==> src/rtl/uart_port_core.sv <==
// uart_port_core: single-clock 8N1 UART with an indexed receive buffer
// and a transmitter driven by a requested byte count.
module uart_port_core #(
    parameter int CLK_HZ   = 21428000,
    parameter int BAUD     = 115200,
    parameter int RX_DEPTH = 16
) (
    input  logic        clk,
    input  logic        rst,
    input  logic        uart_port_DI,
    output logic        uart_port_DO,
    input  logic [15:0] read_ptr,
    output logic [7:0]  uart_DO,
    output logic        read_valid,
    input  logic        rx_clear,
    input  logic [7:0]  tx_DI,
    input  logic [15:0] send_ptr,
    input  logic        tx_clear,
    output logic        send_valid
);

    localparam int DIV  = (CLK_HZ + BAUD / 2) / BAUD;
    localparam int HALF = DIV / 2;
    localparam int CW   = $clog2(DIV + 1);
    localparam int AW   = (RX_DEPTH > 1) ? $clog2(RX_DEPTH) : 1;

    localparam logic [CW-1:0] DIV_M1  = CW'(DIV - 1);
    localparam logic [CW-1:0] HALF_M1 = CW'(HALF - 1);
    localparam logic [16:0]   DEPTH   = 17'(RX_DEPTH);

    localparam logic [1:0] S_IDLE  = 2'd0;
    localparam logic [1:0] S_START = 2'd1;
    localparam logic [1:0] S_DATA  = 2'd2;
    localparam logic [1:0] S_STOP  = 2'd3;

    logic          sync1_q, sync2_q, prev_q;
    logic [1:0]    rx_state_q, rx_state_d;
    logic [CW-1:0] rx_cnt_q, rx_cnt_d;
    logic [2:0]    rx_bit_q, rx_bit_d;
    logic [7:0]    rx_shift_q, rx_shift_d;
    logic [16:0]   rx_count_q, rx_count_d;
    logic [7:0]    buf_q [RX_DEPTH];
    logic [7:0]    buf_d [RX_DEPTH];
    logic          rx_store;

    logic [1:0]    tx_state_q, tx_state_d;
    logic [CW-1:0] tx_cnt_q, tx_cnt_d;
    logic [2:0]    tx_bit_q, tx_bit_d;
    logic [7:0]    tx_shift_q, tx_shift_d;
    logic [15:0]   tx_count_q, tx_count_d;
    logic          tx_line_q, tx_line_d;
    logic          tx_go;

    // Synchronizer plus one history flop for falling-edge detection.
    always_ff @(posedge clk or posedge rst) begin
        if (rst) begin
            sync1_q <= 1'b1;
            sync2_q <= 1'b1;
            prev_q  <= 1'b1;
        end else begin
            sync1_q <= uart_port_DI;
            sync2_q <= sync1_q;
            prev_q  <= sync2_q;
        end
    end

    always_comb begin
        rx_state_d = rx_state_q;
        rx_cnt_d   = rx_cnt_q + 1'b1;
        rx_bit_d   = rx_bit_q;
        rx_shift_d = rx_shift_q;
        rx_store   = 1'b0;
        unique case (rx_state_q)
            S_IDLE: begin
                rx_cnt_d = '0;
                if (prev_q && !sync2_q) rx_state_d = S_START;
            end
            S_START: begin
                if (rx_cnt_q == HALF_M1) begin
                    rx_cnt_d   = '0;
                    rx_bit_d   = '0;
                    rx_state_d = sync2_q ? S_IDLE : S_DATA;
                end
            end
            S_DATA: begin
                if (rx_cnt_q == DIV_M1) begin
                    rx_cnt_d   = '0;
                    rx_shift_d = {sync2_q, rx_shift_q[7:1]};
                    rx_bit_d   = rx_bit_q + 1'b1;
                    if (rx_bit_q == 3'd7) rx_state_d = S_STOP;
                end
            end
            S_STOP: begin
                if (rx_cnt_q == DIV_M1) begin
                    rx_cnt_d   = '0;
                    rx_state_d = S_IDLE;
                    rx_store   = sync2_q;
                end
            end
            default: rx_state_d = S_IDLE;
        endcase
    end

    // Clear wins over a same-cycle store; a full buffer drops the byte.
    always_comb begin
        rx_count_d = rx_count_q;
        buf_d      = buf_q;
        if (rx_clear) begin
            rx_count_d = '0;
        end else if (rx_store && rx_count_q < DEPTH) begin
            buf_d[rx_count_q[AW-1:0]] = rx_shift_q;
            rx_count_d = rx_count_q + 1'b1;
        end
    end

    always_ff @(posedge clk or posedge rst) begin
        if (rst) begin
            rx_state_q <= S_IDLE;
            rx_cnt_q   <= '0;
            rx_bit_q   <= '0;
            rx_shift_q <= '0;
            rx_count_q <= '0;
            for (int i = 0; i < RX_DEPTH; i++) buf_q[i] <= '0;
        end else begin
            rx_state_q <= rx_state_d;
            rx_cnt_q   <= rx_cnt_d;
            rx_bit_q   <= rx_bit_d;
            rx_shift_q <= rx_shift_d;
            rx_count_q <= rx_count_d;
            buf_q      <= buf_d;
        end
    end

    assign read_valid = {1'b0, read_ptr} < rx_count_q;
    assign uart_DO    = ({1'b0, read_ptr} < DEPTH) ?
                        buf_q[read_ptr[AW-1:0]] : 8'h00;

    // A new frame may start straight out of the last stop-bit clock.
    assign tx_go = (tx_count_q < send_ptr) &&
                   (tx_state_q == S_IDLE ||
                    (tx_state_q == S_STOP && tx_cnt_q == DIV_M1));

    always_comb begin
        tx_state_d = tx_state_q;
        tx_cnt_d   = tx_cnt_q + 1'b1;
        tx_bit_d   = tx_bit_q;
        tx_shift_d = tx_shift_q;
        tx_line_d  = tx_line_q;
        unique case (tx_state_q)
            S_IDLE: begin
                tx_cnt_d  = '0;
                tx_line_d = 1'b1;
            end
            S_START: begin
                if (tx_cnt_q == DIV_M1) begin
                    tx_cnt_d   = '0;
                    tx_bit_d   = '0;
                    tx_state_d = S_DATA;
                    tx_line_d  = tx_shift_q[0];
                    tx_shift_d = {1'b0, tx_shift_q[7:1]};
                end
            end
            S_DATA: begin
                if (tx_cnt_q == DIV_M1) begin
                    tx_cnt_d   = '0;
                    tx_bit_d   = tx_bit_q + 1'b1;
                    tx_line_d  = tx_shift_q[0];
                    tx_shift_d = {1'b0, tx_shift_q[7:1]};
                    if (tx_bit_q == 3'd7) begin
                        tx_state_d = S_STOP;
                        tx_line_d  = 1'b1;
                    end
                end
            end
            S_STOP: begin
                if (tx_cnt_q == DIV_M1) begin
                    tx_cnt_d   = '0;
                    tx_state_d = S_IDLE;
                    tx_line_d  = 1'b1;
                end
            end
            default: tx_state_d = S_IDLE;
        endcase
        if (tx_go) begin
            tx_state_d = S_START;
            tx_cnt_d   = '0;
            tx_line_d  = 1'b0;
            tx_shift_d = tx_DI;
        end
    end

    always_comb begin
        tx_count_d = tx_count_q;
        if (tx_clear)   tx_count_d = '0;
        else if (tx_go) tx_count_d = tx_count_q + 1'b1;
    end

    always_ff @(posedge clk or posedge rst) begin
        if (rst) begin
            tx_state_q <= S_IDLE;
            tx_cnt_q   <= '0;
            tx_bit_q   <= '0;
            tx_shift_q <= '0;
            tx_count_q <= '0;
            tx_line_q  <= 1'b1;
        end else begin
            tx_state_q <= tx_state_d;
            tx_cnt_q   <= tx_cnt_d;
            tx_bit_q   <= tx_bit_d;
            tx_shift_q <= tx_shift_d;
            tx_count_q <= tx_count_d;
            tx_line_q  <= tx_line_d;
        end
    end

    assign uart_port_DO = tx_line_q;
    assign send_valid   = (tx_state_q == S_IDLE) && (tx_count_q >= send_ptr);

endmodule

==> config.mk <==
export PLATFORM = sky130hd
export DESIGN_NAME = uart_port_core
export DESIGN_NICKNAME = d
export VERILOG_FILES = /design/src/rtl/uart_port_core.sv
export SDC_FILE = /design/constraint.sdc
export NUM_CORES = 1
export LEC_CHECK = 0
export ABC_CLOCK_PERIOD_IN_PS = 8800
export BUFFER_PORTS_ARGS = -buffer_cell sky130_fd_sc_hd__buf_2
export CORE_ASPECT_RATIO = 0.6
export CORE_MARGIN = 2
export CORE_UTILIZATION = 45
export CTS_BUF_LIST = sky130_fd_sc_hd__clkbuf_4 sky130_fd_sc_hd__clkbuf_8
export DETAILED_ROUTE_END_ITERATION = 7
export HOLD_SLACK_MARGIN = 0.05
export MAX_ROUTING_LAYER = met4
export RECOVER_POWER = 50
export SYNTH_ARGS = -nofsm -noshare
export SYNTH_HDL_FRONTEND = slang
export SYNTH_SLANG_ARGS = --single-unit
==> constraint.sdc <==
create_clock -name clk -period 8.8 [get_ports clk]
set_input_delay 1.76 -clock clk [delete_from_list [all_inputs] [get_ports clk]]
set_output_delay 1.76 -clock clk [all_outputs]
set_load 0.05 [all_outputs]
==> metrics.md, run 1 <==
| Metric | Value |
|---|---|
| Status | `finished with violations` |
| Violated checks | `max-capacitance violations, max-slew violations` |
| Post-DP HPWL | `15200 um` |
| CTS tree | `built` |
| Most frequent cells in the layout | `dfrtp_1, mux2_2, buf_2, ha_1, nor2_1` |
| Path depth of the worst reg2reg path | `8` |
| Critical R2R Launch | `rx_cnt_q[1]` |
| Post-synth ARST share | `100%` |
| Postcts setup bufs | `0` |
| Final Cell Area | `11600 um^2` |
| Ys Warns | `0` |
| # IOs | `56` |
| Overall power | `2280 uW` |
| Via/cell ratio | `5.39` |
| Max stage delay cell, worst path | `buf_2` |
| Critical path endpoint category | `primary output` |
| Largest net degree at the start of global routing | `127` |
| Total wire length | `23100 um` |
| Die footprint | `24600 um^2` |
| Seq cells post-synth | `207` |
| EDFF count, synth | `0` |
| Area Growth Syn to Fin | `10.8%` |
| Buffers added on ports | `55` |
| Final hold vios | `0` |
| Max-slew headroom | `-282%` |
| Chip Height | `122 um` |
| Initial antenna violation count | `0` |
| DR WL/cell | `19.1 um` |
| Commonest non-fill, non-tap cell in the layout | `dfrtp_1` |
| Number of hold buffers added after CTS | `0` |
| Combinational Power Share | `13.2%` |
| Largest stage delay, worst path | `0.84 ns` |
| Global-route wire length before repair | `37600 um` |
| Tot GR Track Use | `20.4%` |
| Synth Cell Area | `10500 um^2` |
| ANT nets after route | `0` |
| Clock share of power | `40.1%` |
| Hold WC Path Type | `reg2reg` |
| DRT Pass-1 Iters | `4` |
| H-tree depth | `2` |
| Core area | `23000 um^2` |
| Tmin final | `5.88 ns` |
| Req. time, crit path | `7.04 ns` |
| Syn Nets | `902` |
| Syn Area/Cell | `13.0 um^2` |
| Total number of vias | `6509` |
| Peak Freq | `0.170 GHz` |
| Post-DP Area | `11000 um^2` |
| Vias in the first global route | `6421` |
| Fill count | `2068` |
| Total CTS buffers | `35` |
| Layout cell share with drive strength beyond 1 | `34.3%` |
| Synth Instances | `808` |
| Nets@finish | `961` |
| Hold Path End | `sync2_q` |
| Hold path start | `sync1_q` |
| RSZ-0062 raised after global routing | `no` |
| Leak pwr | `0.00556 uW` |
| Startpoint Class | `input port` |
| Worst Max-Slew Pin Slew | `5.70 ns` |
| Post_cts resized | `0` |
| Fin. max-slew vios | `138` |
| Hold depth | `0` |
| Worst-path clk slew | `0.06 ns` |
| Sequential share of power | `46.8%` |
| Cell Int Power | `1650 uW` |
| Routability cong. | `0.754` |
| Starting DRC count in detailed routing | `321` |
| WP data arrival | `4.12 ns` |
| Num rows | `43` |
| Die width | `201 um` |
| Worst Path Max Fanout | `33` |
| RR Endpoint | `buf_q[34]` |
| Max-Cap Viols | `2` |
| Starting density of the core | `45.7%` |
| Skew-Pair Late Insertion Delay | `0.52 ns` |
| Sw frac | `27.8%` |
| FF-to-FF setup slack | `4.31 ns` |
| Final setup violating endpoints | `0` |
| # clock sinks | `207` |
| Synth cell types | `54` |
| Clock root buffer | `clkbuf_8` |
| Pwr Density | `197 nW/um^2` |
| Tcrit/Tclk final | `66.8%` |
| Residual DRC | `0` |
| Setup TNS | `0 ns` |
| Post-synthesis sequential area ratio | `49.4%` |
| Antenna diodes | `0` |
| Crit path cell chain | `buf_2 > mux4_2 > mux4_2 > nor2b_1 > buf_2` |
| Switching power total | `634 uW` |
| Clock Path Buffers | `3` |
| Clock skew | `0.0409 ns` |
| Top_reg_cell synth | `dfrtp_1` |
| Total global routing overflow | `0` |
| WS Path Type | `in2out` |
| Max VDD drop | `0.0000916 V` |
-- routing by layer --
| metal | vias up | global-route usage (%) | routed length (um) |
|---|---|---|---|
| li1 | 3052 | - | - |
| met4 | 0 | 4.17 | 191 |
| met1 | 3300 | 33.4 | 13000 |
| met3 | 19 | 3.51 | 1010 |
| met2 | 138 | 25.8 | 8930 |
| met5 | - | - | 0 |
-- cells in the mapped netlist, types with 8 or more instances --
cell	n	area (um^2)
nor4_1	8	50.1
mux2i_1	10	100
ha_1	49	613
mux4_2	40	901
nor2b_1	13	81.3
nor2_1	37	139
nor2_4	9	101
xor2_1	9	78.8
nand4_1	10	62.6
nand2_1	36	135
a21o_1	8	60.1
clkbuf_1	19	71.3
xnor2_1	9	78.8
and3_1	8	50.1
buf_1	13	48.8
mux2_4	8	120
dfrtp_1	203	5080
o21ai_0	26	130
inv_1	41	154
a21oi_1	33	165
nand3_1	20	100
mux2_2	126	1420
-- per-stage QoR --
step,util (%),setup slack (ns),hold WS [ns],std cells
detailed placement,48.1,2.87,0.351,1145
CTS,51.3,2.87,0.359,1207
floorplan,-,1.39,0.345,808
global route,50.6,1.96,0.369,1207
global placement,48.1,2.92,0.346,1145
finish,50.6,2.92,0.364,1207
-- registers in the layout, indices dropped and copies added, names as in the netlist, named ones only --
register / cells
tx_count_q: 16
prev_q: 1
uart_port_DO: 1
rx_state_q: 1
rx_shift_q: 8
sync2_q: 1
tx_cnt_q: 8
rx_bit_q: 3
tx_state_q: 2
tx_bit_q: 3
sync1_q: 1
rx_count_q: 17
tx_shift_q: 8
buf_q: 128
rx_cnt_q: 8
-- worst max path at each step --
stage                     start                         end  slack [ns]  depth (start not counted)
finish              read_ptr[0]                  uart_DO[3]        2.92                          5
global route                rst                 rx_cnt_q[2]        1.96                          3
CTS                 read_ptr[0]                  uart_DO[4]        2.87                          5
detailed placement  read_ptr[0]                  uart_DO[4]        2.87                          5
global placement    read_ptr[0]                  uart_DO[4]        2.92                          5
floorplan                   rst  asynchronous set/reset pin        1.39                          1
-- cell type report --
type                    instances  area (um^2)  share of cell area, %
repair buffers                 56          280                   2.41
well taps                     315          394                   3.39
clock buffers                  53          679                   5.85
inverters                      41          155                   1.33
clock inverters                 9         70.1                  0.603
flip-flops and latches        207         5180                   44.6
multi-input cells             526         4860                   41.8
-- cells by family after synthesis --
group	after synthesis	share of synthesized area, %
flip-flops	207	49.4
multiplexers	185	24.3
AND/OR/NAND/NOR	180	10.8
AO/OA/AOI/OAI	94	5.44
buffers and inverters	75	2.73
adder cells (fa/ha/maj)	49	5.84
XOR/XNOR	18	1.50
-- power by group through the flow --
stage | combinational [uW] | sequential [uW] | clock [uW]
floorplan | 235 | 1070 | 0
global placement | 303 | 1080 | 0
detailed placement | 306 | 1080 | 0
CTS | 306 | 1070 | 938
global route | 346 | 1080 | 988
finish | 301 | 1070 | 916
-- critical path, delay by kind of cell --
family | cells | cell delay, ns
AND/OR/NAND/NOR | 1 | 0.17
multiplexers | 2 | 1.07
buffers and inverters | 2 | 1.10
No activity file was read; power rests on OpenSTA's default activity.
==> run 2, diff against run 1 <==
--- a/config.mk
+++ b/config.mk
@@ -5,7 +5,7 @@
 export SDC_FILE = /design/constraint.sdc
 export NUM_CORES = 1
 export LEC_CHECK = 0
-export ABC_CLOCK_PERIOD_IN_PS = 8800
+export ABC_CLOCK_PERIOD_IN_PS = 5800
 export BUFFER_PORTS_ARGS = -buffer_cell sky130_fd_sc_hd__buf_2
 export CORE_ASPECT_RATIO = 0.6
 export CORE_MARGIN = 2
==> constraint.sdc (replaced) <==
create_clock -name clk -period 5.8 [get_ports clk]
set_input_delay 1.16 -clock clk [delete_from_list [all_inputs] [get_ports clk]]
set_output_delay 1.16 -clock clk [all_outputs]
set_load 0.05 [all_outputs]
==> run 2 against run 1 <==
  * The flow still finishes with violations (max-capacitance violations, max-slew violations)
  * Design area grew 1.9%
  * Global-route usage grew 0.068 points
  * Final cell count is essentially flat
  * First-iteration DRC count grew 5.9%
  * Total power grew 54%
  * Hold slack lost 0.00060 ns
  * Critical endpoint unchanged
  * Highest routed layer unchanged
==> metrics.md, run 2 (synthesized netlist as in run 1, its figures left out) <==
| Metric | Value |
|---|---|
| Tot GR Track Use | `20.5%` |
| Starting density of the core | `45.7%` |
| Chip Height | `122 um` |
| Final setup violating endpoints | `0` |
| Largest net degree at the start of global routing | `161` |
| DR WL/cell | `19.1 um` |
| Die footprint | `24600 um^2` |
| Vias in the first global route | `6424` |
| Worst Max-Slew Pin Slew | `2.30 ns` |
| Clock Path Buffers | `3` |
| Register area | `5180 um^2` |
| Total CTS buffers | `34` |
| Post-DP Area | `11100 um^2` |
| FF-to-FF setup slack | `2.71 ns` |
| Hold WC Path Type | `reg2reg` |
| DRT Pass-1 Iters | `4` |
| Status | `finished with violations` |
| Layout cell share with drive strength beyond 1 | `35.9%` |
| Starting DRC count in detailed routing | `340` |
| Worst Slack Setup Final | `1.33 ns` |
| ANT nets after route | `0` |
| Tmin final | `4.47 ns` |
| Total wire length | `23000 um` |
| Die width | `201 um` |
| Max-slew headroom | `-53.1%` |
| Largest regs | `buf_q: 128 flops, rx_count_q: 17 flops, tx_count_q: 16 flops` |
| Skew-Pair Late Insertion Delay | `0.53 ns` |
| Leak pwr | `0.00568 uW` |
| Number of hold buffers added after CTS | `0` |
| Initial antenna violation count | `0` |
| Worst Path Max Fanout | `19` |
| Violated checks | `max-capacitance violations, max-slew violations` |
| Clock skew | `0.0289 ns` |
| Max stage delay cell, worst path | `mux4_2` |
| Area Growth Syn to Fin | `12.9%` |
| Fin. max-slew vios | `45` |
| H-tree depth | `2` |
| Tcrit/Tclk final | `77.0%` |
| Post-DP HPWL | `15100 um` |
| Max VDD drop | `0.000147 V` |
| Largest stage delay, worst path | `0.52 ns` |
| Hold Path End | `sync2_q` |
| Max-Cap Viols | `1` |
| Core area | `23000 um^2` |
| Hold depth | `0` |
| Post-place setup slack | `1.30 ns` |
| Global-route wire length before repair | `37500 um` |
| Via/cell ratio | `5.43` |
| Total number of vias | `6543` |
| Peak Freq | `0.224 GHz` |
| Routability cong. | `0.791` |
| Final hold vios | `0` |
| Largest register FFs | `128` |
| Final Cell Area | `11800 um^2` |
| Path depth of the worst reg2reg path | `7` |
| Most frequent cells in the layout | `dfrtp_1, mux2_2, buf_2, ha_1, clkbuf_8` |
| Top reg by flops | `buf_q` |
| RSZ-0062 raised after global routing | `no` |
| Setup TNS | `0 ns` |
| Critical path endpoint category | `primary output` |
| Total global routing overflow | `0` |
| Post_cts resized | `0` |
| # IOs | `56` |
| Fill count | `1988` |
| Req. time, crit path | `4.64 ns` |
| Critical R2R Launch | `tx_count_q[7]` |
| WS Path Type | `in2out` |
| Worst-path clk slew | `0.06 ns` |
| WP data arrival | `3.31 ns` |
| Antenna diodes | `0` |
| Nets@finish | `962` |
| RR Endpoint | `tx_count_q[15]` |
| Startpoint Class | `input port` |
| Commonest non-fill, non-tap cell in the layout | `dfrtp_1` |
| Clock root buffer | `clkbuf_8` |
| Postcts setup bufs | `0` |
| Residual DRC | `0` |
| Overall power | `3520 uW` |
| # clock sinks | `207` |
| Num rows | `43` |
| Crit path cell chain | `buf_2 > buf_12 > mux4_2 > mux4_2 > nor2b_1 > buf_2` |
| Buffers added on ports | `55` |
| Multi-input gate area | `5020 um^2` |
| Pwr Density | `297 nW/um^2` |
| Hold path start | `sync1_q` |
| CTS tree | `built` |
run 2: cell type report:
type                    count  area share [%]
clock inverters             3           0.571
flip-flops and latches    207            43.8
well taps                 315            3.33
multi-input cells         526            42.4
clock buffers              56            5.93
repair buffers             58            2.67
inverters                  41            1.31
run 2: worst max-delay path by stage:
stage | start | endpoint | slack (ns) | depth (start not counted)
final | read_ptr[0] | uart_DO[3] | 1.33 | 6
after global placement | read_ptr[0] | uart_DO[3] | 1.32 | 6
after detailed placement | read_ptr[0] | uart_DO[3] | 1.30 | 6
after floorplan | read_ptr[0] | read_valid | 1.36 | 7
after CTS | read_ptr[0] | uart_DO[3] | 1.29 | 6
after global routing | read_ptr[0] | uart_DO[3] | 1.21 | 6
run 2: where the power goes:
| part | leakage, uW | internal [uW] | switching (uW) |
|---|---|---|---|
| clock | 0.000403 | 851 | 587 |
| combinational | 0.00244 | 175 | 290 |
| sequential | 0.00284 | 1540 | 82.6 |
run 2: stage by stage:
stage	hold WS, ns	utilization [%]	cells
2_1_floorplan	0.345	-	808
3_3_place_gp	0.346	48.2	1147
3_5_place_dp	0.347	48.2	1147
4_1_cts	0.360	51.6	1206
5_1_grt	0.370	51.5	1206
6_report	0.364	51.5	1206
run 2: metal layers:
metal / GRT usage, % / routed length, um / up-vias
met3: 3.90 / 992 / 37
met2: 26.2 / 8980 / 123
met4: 5.32 / 371 / 0
li1: - / - / 3070
met5: - / 0 / -
met1: 32.6 / 12700 / 3313
run 2: worst max-delay path, delay by kind of cell:
| kind | cells | cell delay (ns) |
|---|---|---|
| buffers and inverters | 3 | 0.96 |
| multiplexers | 2 | 1.01 |
| AND/OR/NAND/NOR | 1 | 0.16 |
==> run 3, diff against run 2 <==
--- a/config.mk
+++ b/config.mk
@@ -5,7 +5,8 @@
 export SDC_FILE = /design/constraint.sdc
 export NUM_CORES = 1
 export LEC_CHECK = 0
-export ABC_CLOCK_PERIOD_IN_PS = 5800
+export ABC_AREA = 1
+export ABC_CLOCK_PERIOD_IN_PS = 4400
 export BUFFER_PORTS_ARGS = -buffer_cell sky130_fd_sc_hd__buf_2
 export CORE_ASPECT_RATIO = 0.6
 export CORE_MARGIN = 2
==> constraint.sdc (replaced) <==
create_clock -name clk -period 4.4 [get_ports clk]
set_input_delay 0.88 -clock clk [delete_from_list [all_inputs] [get_ports clk]]
set_output_delay 0.88 -clock clk [all_outputs]
set_load 0.05 [all_outputs]
==> run 3 against run 2 <==
  * The run still ends with max-capacitance violations, max-slew violations left
  * Via count up 41%
  * Clock skew up 0.0010 ns
  * Critical path depth up 4
  * Area after synthesis up 6.6%
  * Global-route usage up 2.1 points
  * Non-clock buffer count up 4
  * Worst setup slack worse by 0.36 ns
  * Total power up 15%
  * Design area up 4.4%
  * First-iteration DRC count up 120%
  * Sequential cell count unchanged
  * Final cell count up 52%
  * Critical path type unchanged
  * Critical endpoint is now uart_DO[6]
==> metrics.md, run 3 <==
| Metric | Value |
|---|---|
| Status | `finished with violations` |
| Violated checks | `max-capacitance violations, max-slew violations` |
| Syn Area/Cell | `7.72 um^2` |
| Met3 Track Usage GR | `5.06%` |
| Die footprint | `26200 um^2` |
| Largest regs | `buf_q: 128 flops, rx_count_q: 17 flops, tx_count_q: 16 flops` |
| Max-Cap Viols | `2` |
| Worst-path clk slew | `0.06 ns` |
| Startpoint Class | `input port` |
| Synth Cell Area | `11200 um^2` |
| Largest net degree at the start of global routing | `116` |
| Post_cts resized | `0` |
| Starting density of the core | `46.1%` |
| Area Growth Syn to Fin | `10.6%` |
| Buffers added on ports | `55` |
| WS Path Type | `in2out` |
| Synth Instances | `1449` |
| Ys Warns | `0` |
| Worst Slack Setup Final | `0.975 ns` |
| Starting DRC count in detailed routing | `758` |
| Total CTS buffers | `35` |
| Synth area leaders | `dfrtp_1, inv_1, nand2_1` |
| Via/cell ratio | `5.01` |
| Top-area cell type share of the netlist area | `45.4%` |
| Critical path endpoint category | `primary output` |
| Peak Freq | `0.292 GHz` |
| Layout cell share with drive strength beyond 1 | `9.84%` |
| Postcts setup bufs | `0` |
| Overall power | `4060 uW` |
| Met1 usage | `35.3%` |
| Num rows | `44` |
| Total number of vias | `9207` |
| Routability cong. | `0.834` |
| ANT nets after route | `0` |
| # clock sinks | `207` |
| H-tree depth | `2` |
| Chip Height | `126 um` |
| Global-route wire length before repair | `46000 um` |
| Fin. max-slew vios | `209` |
| Commonest cells in the netlist | `inv_1, nand2_1, dfrtp_1` |
| Leak pwr | `0.00619 uW` |
| Cell taking the most area after synthesis | `dfrtp_1` |
| Syn Nets | `1543` |
| Clock skew | `0.0299 ns` |
| Grt peak-use layer | `met1` |
| Post-DP HPWL | `19100 um` |
| Core area | `24300 um^2` |
| Largest register FFs | `128` |
| Nets@finish | `1583` |
| DRT Pass-1 Iters | `5` |
| EDFF count, synth | `0` |
| Clock root buffer | `clkbuf_8` |
| Final non-filler cell total | `1836` |
| Top reg by flops | `buf_q` |
| Final hold vios | `0` |
| Pwr Density | `328 nW/um^2` |
| Post-place setup slack | `0.981 ns` |
| Post-synthesis sequential area ratio | `46.4%` |
| Hold WC Path Type | `reg2reg` |
| Residual DRC | `0` |
| Final setup violating endpoints | `0` |
| Total wire length | `27900 um` |
| Setup TNS | `0 ns` |
| Most frequent cells in the layout | `inv_1, nand2_1, dfrtp_1, o21ai_0, nor2_1` |
| Cell with the most instances after synthesis | `inv_1` |
| Skew-Pair Late Insertion Delay | `0.56 ns` |
| Commonest non-fill, non-tap cell in the layout | `inv_1` |
| CTS tree | `built` |
| Synth cell types | `40` |
| Worst Max-Slew Pin Slew | `2.90 ns` |
| Max-slew headroom | `-93.1%` |
| Cells after DPL | `1774` |
| Top_reg_cell synth | `dfrtp_1` |
| Tcrit/Tclk final | `77.8%` |
| # IOs | `56` |
| Initial antenna violation count | `1` |
| Fill count | `2350` |
| Vias in the first global route | `8549` |
| Seq cells post-synth | `207` |
| Tot GR Track Use | `22.6%` |
| Post-synth ARST share | `100%` |
| Antenna diodes | `0` |
| DR WL/cell | `15.2 um` |
| WP data arrival | `2.54 ns` |
| Die width | `208 um` |
| Worst Path Max Fanout | `27` |
| Number of hold buffers added after CTS | `0` |
| Clock Path Buffers | `3` |
| Tmin final | `3.42 ns` |
| RSZ-0062 raised after global routing | `no` |
| Met2 usage | `28.9%` |
| Max VDD drop | `0.000169 V` |
| Req. time, crit path | `3.52 ns` |
| Total global routing overflow | `0` |
-- run 3: power breakdown --
part           switching [uW]  internal [uW]
Combinational             180           77.8
Sequential               22.9           1920
Clock                     827           1020
-- run 3: path summary, 6_finish.rpt --
check,start,to,slack (ns),depth (start not counted)
setup reg to reg,tx_count_q[14],tx_count_q[1],1.59,8
setup / recovery,read_ptr[1],uart_DO[6],0.98,10
max in group asynchronous,rst,buf_q[43],1.27,3
min in group asynchronous,rst,tx_count_q[5],1.20,3
hold reg to reg,sync1_q,sync2_q,0.35,0
hold / removal,sync1_q,sync2_q,0.35,0
-- run 3: per-stage QoR --
step	hold WS (ns)	instance area (um^2)	util, %
3_3_place_gp	0.347	11700	48.0
5_1_grt	0.354	12400	50.9
3_5_place_dp	0.347	11700	48.0
2_1_floorplan	0.345	11200	-
4_1_cts	0.348	12400	51.1
6_report	0.353	12400	50.9
-- run 3: per-layer routing --
metal  share of wire, %  wire (um)
met5                  0          0
met2                 38      10600
met1                 53      14800
met4                1.5        411
met3                7.5       2080
-- run 3: critical path: stages --
cell,delay (ns)
buf_2,0.29
clkinv_1,0.11
buf_4,0.24
a21oi_1,0.17
o21ai_0,0.11
nand3_1,0.08
a21o_1,0.12
nand2_1,0.05
a31oi_1,0.19
buf_2,0.30
-- run 3: cell type report --
type	instances	area (um^2)	area share, %
flip-flops and latches	207	5180	41.9
multi-input cells	897	4630	37.4
inverters	286	1080	8.70
clock buffers	52	659	5.33
well taps	322	403	3.26
repair buffers	62	334	2.70
clock inverters	10	81.3	0.658
-- run 3: cell families (layout without fill, tap and decap cells) --
family,count (synthesis),in the layout,share of synthesized area [%]
simple gates,547,547,21.5
buf+inv,345,410,12.3
compound gates,291,291,13.6
flops,207,207,46.4
fa+ha+maj,49,49,5.48
xor+xnor,10,10,0.783
